<file path="src/rtl/muldiv_unit_pkg.sv">
// muldiv_unit_pkg: shared op and FSM state encodings for the multiply/divide unit
//   op_t    : MULT/MULTU/DIV/DIVU encodings, reused by the decoder and hazard unit
//   state_t : IDLE -> RUN -> FIX sequencing states
package muldiv_unit_pkg;

    typedef enum logic [1:0] {
        OP_MULT  = 2'b00,
        OP_MULTU = 2'b01,
        OP_DIV   = 2'b10,
        OP_DIVU  = 2'b11
    } op_t;

    typedef enum logic [1:0] {
        S_IDLE = 2'b00,
        S_RUN  = 2'b01,
        S_FIX  = 2'b10
    } state_t;

endpackage

</file>
<file path="src/rtl/muldiv_unit_if.sv">
// muldiv_unit_if: request/result bundle between the pipeline and the multiply/divide unit
//   master : drives start, op, src_a, src_b, mthi, mtlo, wdata; observes busy, done, hi, lo
//   slave  : the unit side of the same signals
interface muldiv_unit_if
    import muldiv_unit_pkg::*;
#(
    parameter int WIDTH = 32
);
    logic             start;
    op_t              op;
    logic [WIDTH-1:0] src_a;
    logic [WIDTH-1:0] src_b;
    logic             mthi;
    logic             mtlo;
    logic [WIDTH-1:0] wdata;
    logic             busy;
    logic             done;
    logic [WIDTH-1:0] hi;
    logic [WIDTH-1:0] lo;

    modport master (
        output start, op, src_a, src_b, mthi, mtlo, wdata,
        input  busy, done, hi, lo
    );

    modport slave (
        input  start, op, src_a, src_b, mthi, mtlo, wdata,
        output busy, done, hi, lo
    );
endinterface

</file>
<file path="src/rtl/muldiv_unit_core.sv">
// muldiv_core: WIDTH-step radix-2 datapath (shift-add multiply, restoring divide) on unsigned magnitudes
//   clk, reset : clock, async active-high reset
//   load_i     : capture operands a_i/b_i and clear the step counter
//   step_en_i  : perform one iteration this cycle
//   div_i      : 1 = divide, 0 = multiply (must be stable from load through the last step)
//   a_i, b_i   : multiplicand/dividend, multiplier/divisor magnitudes
//   last_o     : the current step is the final (WIDTH-th) one
//   hi_o, lo_o : product {hi,lo}, or remainder (hi) and quotient (lo)
module muldiv_core #(
    parameter int WIDTH = 32
) (
    input  logic             clk,
    input  logic             reset,
    input  logic             load_i,
    input  logic             step_en_i,
    input  logic             div_i,
    input  logic [WIDTH-1:0] a_i,
    input  logic [WIDTH-1:0] b_i,
    output logic             last_o,
    output logic [WIDTH-1:0] hi_o,
    output logic [WIDTH-1:0] lo_o
);
    localparam int CW = $clog2(WIDTH);

    logic [CW-1:0]    count_q;
    logic [WIDTH-1:0] acc_q, acc_d;
    logic [WIDTH-1:0] lo_q, lo_d;
    logic [WIDTH-1:0] opnd_q;
    logic [WIDTH:0]   sum, shifted, diff;

    // lo_q holds the multiplier (consumed from bit 0) or the dividend
    // (consumed from the top while quotient bits shift in at the bottom).
    always_comb begin
        sum     = {1'b0, acc_q} + (lo_q[0] ? {1'b0, opnd_q} : '0);
        shifted = {acc_q, lo_q[WIDTH-1]};
        diff    = shifted - {1'b0, opnd_q};
        acc_d   = div_i ? (diff[WIDTH] ? shifted[WIDTH-1:0] : diff[WIDTH-1:0]) : sum[WIDTH:1];
        lo_d    = div_i ? {lo_q[WIDTH-2:0], ~diff[WIDTH]} : {sum[0], lo_q[WIDTH-1:1]};
    end

    always_ff @(posedge clk or posedge reset) begin
        if (reset) begin
            count_q <= '0;
            acc_q   <= '0;
            lo_q    <= '0;
            opnd_q  <= '0;
        end else if (load_i) begin
            count_q <= '0;
            acc_q   <= '0;
            lo_q    <= div_i ? a_i : b_i;
            opnd_q  <= div_i ? b_i : a_i;
        end else if (step_en_i) begin
            count_q <= count_q + 1'b1;
            acc_q   <= acc_d;
            lo_q    <= lo_d;
        end
    end

    assign last_o = step_en_i && (count_q == CW'(WIDTH - 1));
    assign hi_o   = acc_q;
    assign lo_o   = lo_q;
endmodule

</file>
<file path="src/rtl/muldiv_unit.sv">
// muldiv_unit: iterative multiply/divide unit with architectural HI/LO registers
//   clk, reset : clock, async active-high reset (discards any in-flight op)
//   bus        : slave side of muldiv_unit_if (start/op/src_a/src_b, mthi/mtlo/wdata in;
//                busy/done/hi/lo out)
module muldiv_unit
    import muldiv_unit_pkg::*;
#(
    parameter int WIDTH = 32
) (
    input  logic         clk,
    input  logic         reset,
    muldiv_unit_if.slave bus
);
    state_t             state_q;
    logic               busy_q, done_q;
    logic [WIDTH-1:0]   hi_q, lo_q;
    logic               div_q, neg_res_q, neg_rem_q, divz_q;
    logic               load, step_en, last, core_div;
    logic               start_div, start_signed, a_neg, b_neg;
    logic [WIDTH-1:0]   a_mag, b_mag, core_hi, core_lo, hi_res, lo_res;
    logic [2*WIDTH-1:0] prod, prod_fix;

    assign load         = (state_q == S_IDLE) && bus.start;
    assign step_en      = (state_q == S_RUN);
    assign start_div    = (bus.op == OP_DIV) || (bus.op == OP_DIVU);
    assign start_signed = (bus.op == OP_MULT) || (bus.op == OP_DIV);
    assign a_neg        = start_signed && bus.src_a[WIDTH-1];
    assign b_neg        = start_signed && bus.src_b[WIDTH-1];
    assign a_mag        = a_neg ? -bus.src_a : bus.src_a;
    assign b_mag        = b_neg ? -bus.src_b : bus.src_b;
    assign core_div     = load ? start_div : div_q;

    muldiv_core #(.WIDTH(WIDTH)) u_core (
        .clk       (clk),
        .reset     (reset),
        .load_i    (load),
        .step_en_i (step_en),
        .div_i     (core_div),
        .a_i       (a_mag),
        .b_i       (b_mag),
        .last_o    (last),
        .hi_o      (core_hi),
        .lo_o      (core_lo)
    );

    // Divide by zero leaves the quotient at all-ones unsigned; its sign is not
    // corrected so LO stays all-ones, while the remainder naturally equals |a|
    // and the remainder sign fix restores the raw dividend.
    assign prod     = {core_hi, core_lo};
    assign prod_fix = neg_res_q ? -prod : prod;
    assign hi_res   = div_q ? (neg_rem_q ? -core_hi : core_hi) : prod_fix[2*WIDTH-1:WIDTH];
    assign lo_res   = div_q ? (divz_q ? '1 : neg_res_q ? -core_lo : core_lo) : prod_fix[WIDTH-1:0];

    always_ff @(posedge clk or posedge reset) begin
        if (reset) begin
            state_q   <= S_IDLE;
            busy_q    <= 1'b0;
            done_q    <= 1'b0;
            hi_q      <= '0;
            lo_q      <= '0;
            div_q     <= 1'b0;
            neg_res_q <= 1'b0;
            neg_rem_q <= 1'b0;
            divz_q    <= 1'b0;
        end else begin
            done_q <= 1'b0;
            case (state_q)
                S_IDLE: begin
                    if (bus.mthi) hi_q <= bus.wdata;
                    if (bus.mtlo) lo_q <= bus.wdata;
                    if (bus.start) begin
                        state_q   <= S_RUN;
                        busy_q    <= 1'b1;
                        div_q     <= start_div;
                        neg_res_q <= a_neg ^ b_neg;
                        neg_rem_q <= a_neg;
                        divz_q    <= start_div && (bus.src_b == '0);
                    end
                end
                S_RUN: if (last) state_q <= S_FIX;
                S_FIX: begin
                    hi_q    <= hi_res;
                    lo_q    <= lo_res;
                    done_q  <= 1'b1;
                    busy_q  <= 1'b0;
                    state_q <= S_IDLE;
                end
                default: state_q <= S_IDLE;
            endcase
        end
    end

    assign bus.busy = busy_q;
    assign bus.done = done_q;
    assign bus.hi   = hi_q;
    assign bus.lo   = lo_q;
endmodule
</file>
<file path="src/flat_wrapper.sv">
// flat-port wrapper written by rule: the top's interface ports become plain ports
module muldiv_unit_flat import muldiv_unit_pkg::*;
#(
    parameter int WIDTH = 32
)
  (clk, reset, bus_start, bus_op, bus_src_a, bus_src_b, bus_mthi, bus_mtlo, bus_wdata, bus_busy, bus_done, bus_hi, bus_lo);
  muldiv_unit_if #(.WIDTH(WIDTH)) bus_i ();
  input  logic clk;
  input  logic reset;
  input wire logic [$bits(bus_i.start)-1:0] bus_start;
  input wire logic [$bits(bus_i.op)-1:0] bus_op;
  input wire logic [$bits(bus_i.src_a)-1:0] bus_src_a;
  input wire logic [$bits(bus_i.src_b)-1:0] bus_src_b;
  input wire logic [$bits(bus_i.mthi)-1:0] bus_mthi;
  input wire logic [$bits(bus_i.mtlo)-1:0] bus_mtlo;
  input wire logic [$bits(bus_i.wdata)-1:0] bus_wdata;
  output wire logic [$bits(bus_i.busy)-1:0] bus_busy;
  output wire logic [$bits(bus_i.done)-1:0] bus_done;
  output wire logic [$bits(bus_i.hi)-1:0] bus_hi;
  output wire logic [$bits(bus_i.lo)-1:0] bus_lo;
  assign bus_i.start = bus_start;
  assign bus_i.op = bus_op;
  assign bus_i.src_a = bus_src_a;
  assign bus_i.src_b = bus_src_b;
  assign bus_i.mthi = bus_mthi;
  assign bus_i.mtlo = bus_mtlo;
  assign bus_i.wdata = bus_wdata;
  assign bus_busy = bus_i.busy;
  assign bus_done = bus_i.done;
  assign bus_hi = bus_i.hi;
  assign bus_lo = bus_i.lo;
  muldiv_unit #(.WIDTH(WIDTH)) u_core (.clk(clk), .reset(reset), .bus(bus_i));
endmodule
</file>
<file path="config.mk">
export PLATFORM = sky130hd
export DESIGN_NAME = muldiv_unit_flat
export DESIGN_NICKNAME = d
export VERILOG_FILES = /design/src/rtl/muldiv_unit_pkg.sv /design/src/rtl/muldiv_unit_if.sv /design/src/rtl/muldiv_unit_core.sv /design/src/rtl/muldiv_unit.sv /design/src/flat_wrapper.sv
export SDC_FILE = /design/constraint.sdc
export NUM_CORES = 1
export LEC_CHECK = 0
export ABC_CLOCK_PERIOD_IN_PS = 5130
export BUFFER_PORTS_ARGS = -buffer_cell sky130_fd_sc_hd__buf_4
export CAP_MARGIN = 15
export CORE_AREA = 2 2 184 186
export DETAILED_ROUTE_END_ITERATION = 7
export DIE_AREA = 0 0 186 188
export GPL_TIMING_DRIVEN = 0
export PLACE_DENSITY_LB_ADDON = 0.15
export SYNTH_ARGS = -nofsm -noshare
export SYNTH_HDL_FRONTEND = slang
export SYNTH_SLANG_ARGS = --single-unit
</file>
<file path="constraint.sdc">
create_clock -name clk -period 5.13 [get_ports clk]
set_input_delay 0.2565 -clock clk [delete_from_list [all_inputs] [get_ports clk]]
set_output_delay 0.2565 -clock clk [all_outputs]
set_load 0.1 [all_outputs]
</file>
* Word level (Yosys, flattened, before mapping)
Cells that the tools add are included.
** Word-level totals
- Flip-flop bits (word level) :: 173
- Word-level logic and storage cells :: 80
- Bits of input ports :: 103
** Cells by class
- Reduce and logical (&&, ||, !) cells :: 17
- Bitwise logic cells :: 2
- Mux-type cells :: 31
- $add $sub $neg :: 8
- Eq/ne operators :: 9
** Operator list (number)
- 32-bit two-way mux :: 19
- 32-bit negator :: 4
- 32-bit one-hot mux with 2 select lines :: 2
- 64-bit two-way mux :: 1
- 64-bit negator :: 1
- 32-bit by 33-bit adder with 33-bit output :: 1
- 33-bit by 32-bit subtractor with 33-bit output :: 1
- 32-bit zero test :: 1
- 5-bit two-way mux :: 2
- 2-bit AND reduction :: 5
- 2-bit equality test (second input constant) :: 3
- 2-bit inequality test (second input constant) :: 3
- 5-bit by 1-bit adder with 5-bit output (second input constant) :: 1
- 5-bit equality test (second input constant) :: 1
- 1-bit logical AND :: 5
- 2-bit zero test :: 2
- 2-bit two-way mux :: 2
- 2-bit one-hot mux with 2 select lines :: 1
- 2-bit nonzero test :: 2
- 1-bit two-way mux :: 3
- 2-bit by 1-bit equality test with 1-bit output (second input constant) :: 1
- 1-bit logical OR :: 2
- 2-bit by 1-bit inequality test with 1-bit output (second input constant) :: 1
- 1-bit one-hot mux with 2 select lines :: 1
- other kinds (2) :: 2

* Longest topological paths before layout
Gate-level depths: netlist (run 1).
- Depth after elaboration :: 6
- Depth in mapped cells :: 14
- Gate-level depth less buffers :: 14

* Hierarchy
A second synthesis (run 1) with hierarchy kept.
** Unflattened totals
- Cell total of the unflattened synthesis :: 1943
- Area total of the unflattened synthesis :: 15559.9 um^2
** By module, submodules not included
- muldiv_core :: cells each 1125, sequential area each 2527.4 um^2, area each 9170.0 um^2, times used 1
- muldiv_unit :: cells each 818, sequential area each 1801.7 um^2, area each 6389.9 um^2, times used 1

* Worst setup path after synthesis (run 1)
OpenSTA, ideal clock, no wires.
- Kind :: register -> register
- Start :: register u_core.u_core.lo_q[0], in the netlist u_core.u_core.lo_o[0]
- End :: register u_core.u_core.acc_q[28], in the netlist u_core.u_core.hi_o[28]
- Setup slack :: 1858 ps
- Path buffers :: 1
- Stages on the path, launching flop included :: 15
- Arrival :: 3140 ps
- Path through :: dfrtp_1 inv_1 clkbuf_1 nor2_1 ha_1 a21oi_2 o21ai_1 a21o_1 a2111oi_1 a211oi_1 nor3_2 o21ai_1 a221oi_1 xor2_1 o21ai_0
** On the way
- Cells in the longest elaborated chain, start to end :: 5
** Ends and longest elaborated chain
- start, declared :: RTL line muldiv_unit_core.sv:27 : logic [WIDTH-1:0] lo_q, lo_d;
- start signal, assigned :: RTL line muldiv_unit_core.sv:50 : lo_q <= div_i ? a_i : b_i;
- start signal, assigned :: RTL line muldiv_unit_core.sv:55 : lo_q <= lo_d;
- 32-bit two-way mux :: RTL line muldiv_unit_core.sv:34 : sum = {1'b0, acc_q} + (lo_q[0] ? {1'b0, opnd_q} : '0);
- 32-bit by 33-bit adder with 33-bit output :: RTL line muldiv_unit_core.sv:34
- 32-bit two-way mux :: RTL line muldiv_unit_core.sv:37 : acc_d = div_i ? (diff[WIDTH] ? shifted[WIDTH-1:0] : diff[WIDTH-1:0]) : sum[WIDTH:1];
- 32-bit two-way mux :: RTL line muldiv_unit_core.sv:52 : end else if (step_en_i) begin
- 32-bit two-way mux :: RTL line muldiv_unit_core.sv:47 : end else if (load_i) begin
- end signal, assigned :: RTL line muldiv_unit_core.sv:44 : acc_q <= '0;
- end signal, assigned :: RTL line muldiv_unit_core.sv:49 : acc_q <= '0;
- end signal, assigned :: RTL line muldiv_unit_core.sv:54 : acc_q <= acc_d;
- end, declared :: RTL line muldiv_unit_core.sv:26 : logic [WIDTH-1:0] acc_q, acc_d;
No other way between the ends. The select of a mux whose other input is x is not followed.
A chain may end at the register's enable or synchronous reset.

* Worst setup path after layout (run 1)
Same ends and word-level chain as after synthesis.

==> results_dict.tcl, run 1 <==
set metrics [dict create \
    critPathTopFamily "compound AO/OA/AOI/OAI gates" \
    ys.flop_type "dfrtp_1" \
    cts_num_sinks 173 \
    start_util_pct 44.2 \
    cp.required_ps 5440 \
    fin_crit_ps 4200 \
    port_buffers 167 \
    post-place-ws_ps 972 \
    syn_area_mm2 0.0146 \
    cp.arrival_ps 4510 \
    startpoint_type "register" \
    fin_cells 2515 \
    syn_to_final_growth_pct 16.8 \
    dpl.cell_count 2481 \
    coreArea_mm2 0.0331 \
    dp_hpwl_mm 43.4 \
    crit_top_cell "o21ai_1" \
    fp.dieH_um 188 \
    synth_edf_count 0 \
    dr.pass1.iters 5 \
    wl_per_cell_um 21.7 \
    relSlewSlack_pct 37.9 \
    layout_commonest_cell "a21oi_1" \
    hold_viol 0 \
    synth-seq-cells 173 \
    clk_path_buf_depth 2 \
    worstSkewPairLatency_ps 450 \
    die_width_um 186 \
    fin_worst_skew_ps 21.8 \
    drc 0 \
    grt_pass1_wl_mm 83.0 \
    setup_ws_ps 926 \
    end_kind "register" \
    min_path_type "in2reg" \
    ant_nets 0 \
    top_level_ports 169 \
    ys_seq_area_share_pct 29.6 \
    antenna_found_initial 1 \
    post_cts_buffers 0 \
    reg2reg_depth 14 \
    syn_nets 2040 \
    drive_above_1_share_pct 11.5 \
    finalMaxSlewViolations 0 \
    gp_congestion 0.959 \
    maxCapViolations 0 \
    setup_viol 0 \
    clk_pin_slew_worst_paths_ps 80 \
    dieArea_mm2 0.0350 \
    cts_resized 0 \
    drt-initial-drc-count 1432 \
    slowest_stage "dfrtp_1" \
    timing.hold.ws_ps 63.4 \
    ys_warn_count 0 \
    fin_nets 2228 \
    worstSetupPathType "reg2reg" \
    via_per_inst 5.91 \
    grt_overflow 0 \
    avgSynthCellArea_um2 7.84 \
    track_usage_pct 31.2 \
    clockRootBuffer "clkbuf_16" \
    slowest_delay_ps 520 \
    crit_fanout 10 \
    rows 67 \
    finalCritPeriodShare_pct 82.0 \
    max_freq_ghz 0.238 \
    synthArstFlopShare_pct 100 \
    cts_tree "yes" \
    htreeDepth 4 \
    wirelength_mm 54.5 \
    final_cell_mix "a21oi_1, nor2_1, nand2_1, dfrtp_1, buf_4" \
    synth_cells 1865 \
    status "complete, no violations" \
    cts_hold_buf 1 \
    grt_pass1_vias 14315 \
    tightest_slew_ps 928 \
    vias 14854 \
    numCtsBuffers 17 \
    crit_buf_inv 2 \
    synth.distinct_cells 80 \
    rsz0062_at_grt "false" \
    grt_max_degree 96 \
    crit_cells 14 \
    path_cells "inv_1 -> clkbuf_1 -> nor2_1 -> ha_1 -> a21oi_2 -> o21ai_1 -> a21o_1 -> a2111oi_1 -> a211oi_1 -> nor3_2 -> o21ai_1 -> a221oi_1 -> xor2_1 -> o21ai_0" \
    holdPathStages 2 \
]
[worst paths after layout]
| path | from | to | slack [ps] |
|---|---|---|---|
| worst min-delay path | bus_src_b[31] | u_core.divz_q | 60 |
| worst max-delay path | u_core.u_core.lo_o[0] | u_core.u_core.hi_o[28] | 930 |
| worst min register to register | u_core.bus.lo[18] | u_core.bus.lo[18] | 480 |
| worst max register to register | u_core.u_core.lo_o[0] | u_core.u_core.hi_o[28] | 930 |
| min in group asynchronous | reset | u_core.bus.lo[16] | 400 |
| max in group asynchronous | reset | u_core.u_core.hi_o[22] | 3840 |
[layout make-up]
cell class	count	area [um2]
antenna	1	2.50
clock inverter	15	173
multi-input combinational	1524	9640
tap	448	561
inverter	58	225
clock buffer	17	425
buffer	110	438
timing repair buffer	169	1290
fill	3259	16000
sequential	173	4330
[synthesized netlist by cell type (37+ instances only)]
cell type,instances,area [um2]
a21o_1,37,278
a21oi_1,209,1050
clkbuf_1,90,338
dfrtp_1,173,4330
ha_1,70,876
inv_1,56,210
mux2i_1,59,591
nand2_1,185,694
nor2_1,194,728
o21ai_0,154,771
o21ai_1,47,235
o22ai_1,37,231
xnor2_1,102,893
xor2_1,71,622
[metrics by stage]
step	setup TNS, ps	util [%]	instance area (um2)
after floorplan	0	-	14600
after global placement	-350670	49.6	16400
after detailed placement	0	49.7	16500
after CTS	0	51.6	17100
after global routing	0	51.6	17100
final	0	51.6	17100
[per-layer routing]
layer  share of wire [%]  vias up  routed length (um)  track usage, %
li1                    -     7076                   -               -
met1                  44     7059               24200            43.5
met2                  44      630               24100            48.4
met3                 7.5       89                4100            4.27
met4                 3.9        0                2100            12.7
met5                   0        -                   0               0
[kinds of logic (layout without fill, tap and decap cells)]
family	after synthesis	after routing	share of synthesized area (%)
buf+inv	168	369	4.48
xor+xnor	174	174	10.5
simple gates	572	572	18.3
mux	64	64	4.42
other cells	0	1	0
flops	173	173	29.6
compound gates	642	642	26.4
fa+ha+maj	72	72	6.26
[registers in the layout (all words and copies together) (netlist names)]
| signal | cells |
|---|---|
| u_core.neg_rem_q | 1 |
| u_core.u_core.hi_o | 32 |
| u_core.u_core.count_q | 5 |
| u_core.state_q | 2 |
| u_core.bus.lo | 32 |
| u_core.divz_q | 1 |
| u_core.bus.busy | 1 |
| u_core.bus.done | 1 |
| u_core.u_core.opnd_q | 32 |
| u_core.div_q | 1 |
| u_core.u_core.lo_o | 32 |
| u_core.neg_res_q | 1 |
| u_core.bus.hi | 32 |
Power of run 1 is left out: the tool's default activity adds up to more than one toggle a clock period on the data nets, which glitch-free logic cannot reach.
==> run 2: changes to the inputs <==
ABC_CLOCK_PERIOD_IN_PS = 4320   (was 5130)
clock period = 4.32 ns   (was 5.13 ns; I/O delays follow)
==> run 2 against run 1 <==
Net effect: sequential share of layout area shrank 0.067 points; non-clock buffer count rose by 4; maximum frequency grew 2.4%; count of clock-buffer cells in the layout unchanged; cell area is 0.26% higher; die area unchanged; core utilization grew 0.14 points; cell count increased by 0.12%.
==> results_dict.tcl, run 2 (same netlist as run 1, synthesis figures left out) <==
set metrics [dict create \
    status "complete, no violations" \
    crit_top_cell "o21ai_1" \
    coreArea_mm2 0.0331 \
    crit_start "u_core.u_core.lo_o[0]" \
    layout_commonest_cell "a21oi_1" \
    wirelength_mm 54.4 \
    grt_pass1_vias 14349 \
    post_cts_buffers 0 \
    min_path_type "in2reg" \
    final_cell_mix "a21oi_1, nor2_1, nand2_1, dfrtp_1, buf_4" \
    rsz0062_at_grt "false" \
    grt_overflow 0 \
    reg2reg_depth 14 \
    clk_path_buf_depth 2 \
    fin_nets 2232 \
    dieArea_mm2 0.0350 \
    fin_worst_skew_ps 17.7 \
    end_kind "register" \
    start_util_pct 44.2 \
    r2r_end "u_core.u_core.hi_o[28]" \
    cp.required_ps 4630 \
    reg2reg_setup_slack_ps 220 \
    via_per_inst 6.00 \
    reg2reg_from "u_core.u_core.lo_o[0]" \
    wl_per_cell_um 21.6 \
    timing.hold.ws_ps 53.6 \
    cts_num_sinks 173 \
    finalMaxSlewViolations 0 \
    crit_cells 14 \
    cp.arrival_ps 4420 \
    track_usage_pct 31.1 \
    fin_cells 2518 \
    relSlewSlack_pct 47.4 \
    drc 0 \
    slowest_stage "dfrtp_1" \
    holdPathStages 2 \
    grt_max_degree 43 \
    worstSetupPathType "reg2reg" \
    numCtsBuffers 17 \
    top_level_ports 169 \
    tns_ps 0 \
    critPathTopFamily "compound AO/OA/AOI/OAI gates" \
    clk_pin_slew_worst_paths_ps 70 \
    fp.dieH_um 188 \
    max_freq_ghz 0.244 \
    rows 67 \
    clockRootBuffer "clkbuf_16" \
    grt_pass1_wl_mm 83.1 \
    dp_hpwl_mm 43.6 \
    dpl.cell_count 2484 \
    vias 15101 \
    port_buffers 167 \
    ant_nets 0 \
    worstSkewPairLatency_ps 450 \
    antenna_found_initial 2 \
    startpoint_type "register" \
    die_width_um 186 \
    cts_tree "yes" \
    setup_viol 0 \
    slowest_delay_ps 590 \
    dr.pass1.iters 5 \
    htreeDepth 4 \
    hold_viol 0 \
    maxCapViolations 0 \
    diodes 0 \
    path_cells "inv_1 -> clkbuf_2 -> nor2_1 -> ha_1 -> a21oi_2 -> o21ai_1 -> a21o_1 -> a2111oi_1 -> a211oi_1 -> nor3_2 -> o21ai_1 -> a221oi_1 -> xor2_1 -> o21ai_0" \
    crit_fanout 10 \
    crit_buf_inv 2 \
    drive_above_1_share_pct 11.6 \
    tightest_slew_ps 787 \
    finalCritPeriodShare_pct 95.0 \
    syn_to_final_growth_pct 17.1 \
    drt-initial-drc-count 1431 \
    crit_end "u_core.u_core.hi_o[28]" \
    fin_crit_ps 4100 \
    gp_congestion 0.938 \
]
[run 2: final cells by class]
cell class                 count  area, um2
fill                        3302      16000
inverter                      58        221
clock inverter                15        160
buffer                       110        439
tap                          448        561
multi-input combinational   1524       9640
timing repair buffer         173       1350
sequential                   173       4330
clock buffer                  17        425
[run 2: what timing repair did]
| item | 4_1_cts | 5_1_grt |
|---|---|---|
| hold endpoints to repair | 33 | 0 |
| endpoints found under the setup margin | 0 | 1 |
| hold buffers | 2 | 0 |
| resized for setup | 0 | 2 |
[run 2: stage by stage]
| stage | cell area, um2 | setup WS [ps] | utilization [%] |
|---|---|---|---|
| floorplan | 14600 | 1050 | - |
| global placement | 16400 | 132 | 49.6 |
| detailed placement | 16500 | 161 | 49.9 |
| CTS | 17100 | 127 | 51.7 |
| global route | 17100 | 32.7 | 51.7 |
| finish | 17100 | 216 | 51.7 |
[run 2: per-layer routing]
metal | track usage [%] | up-vias | wire length [um] | part of all wire [%]
li1 | - | 7092 | - | -
met1 | 43.3 | 7275 | 24300 | 45
met2 | 50.4 | 653 | 24800 | 46
met3 | 3.34 | 81 | 3590 | 6.6
met4 | 9.90 | 0 | 1700 | 3.1
met5 | 0 | - | 0 | 0
[run 2: how the worst min path moves through the flow]
| stage | startpoint | end | slack [ps] |
|---|---|---|---|
| after floorplan | bus_op[0] | u_core.neg_res_q | 310 |
| after global placement | u_core.u_core.opnd_q[28] | u_core.u_core.opnd_q[28] | 470 |
| after detailed placement | reset | u_core.bus.lo[10] | 400 |
| after CTS | bus_op[0] | u_core.neg_res_q | 30 |
| after global routing | bus_op[0] | u_core.neg_res_q | 50 |
| final | bus_op[0] | u_core.neg_res_q | 50 |
[run 2: worst reg2reg max path: stages, from the launching register on]
cell and delay, ps:
dfrtp_1 590, inv_1 160, clkbuf_2 240, nor2_1 150
ha_1 290, a21oi_2 270, o21ai_1 120, a21o_1 210
a2111oi_1 510, a211oi_1 230, nor3_2 350, o21ai_1 180
a221oi_1 440, xor2_1 170, o21ai_0 80
Power of run 2 is left out for the same reason.
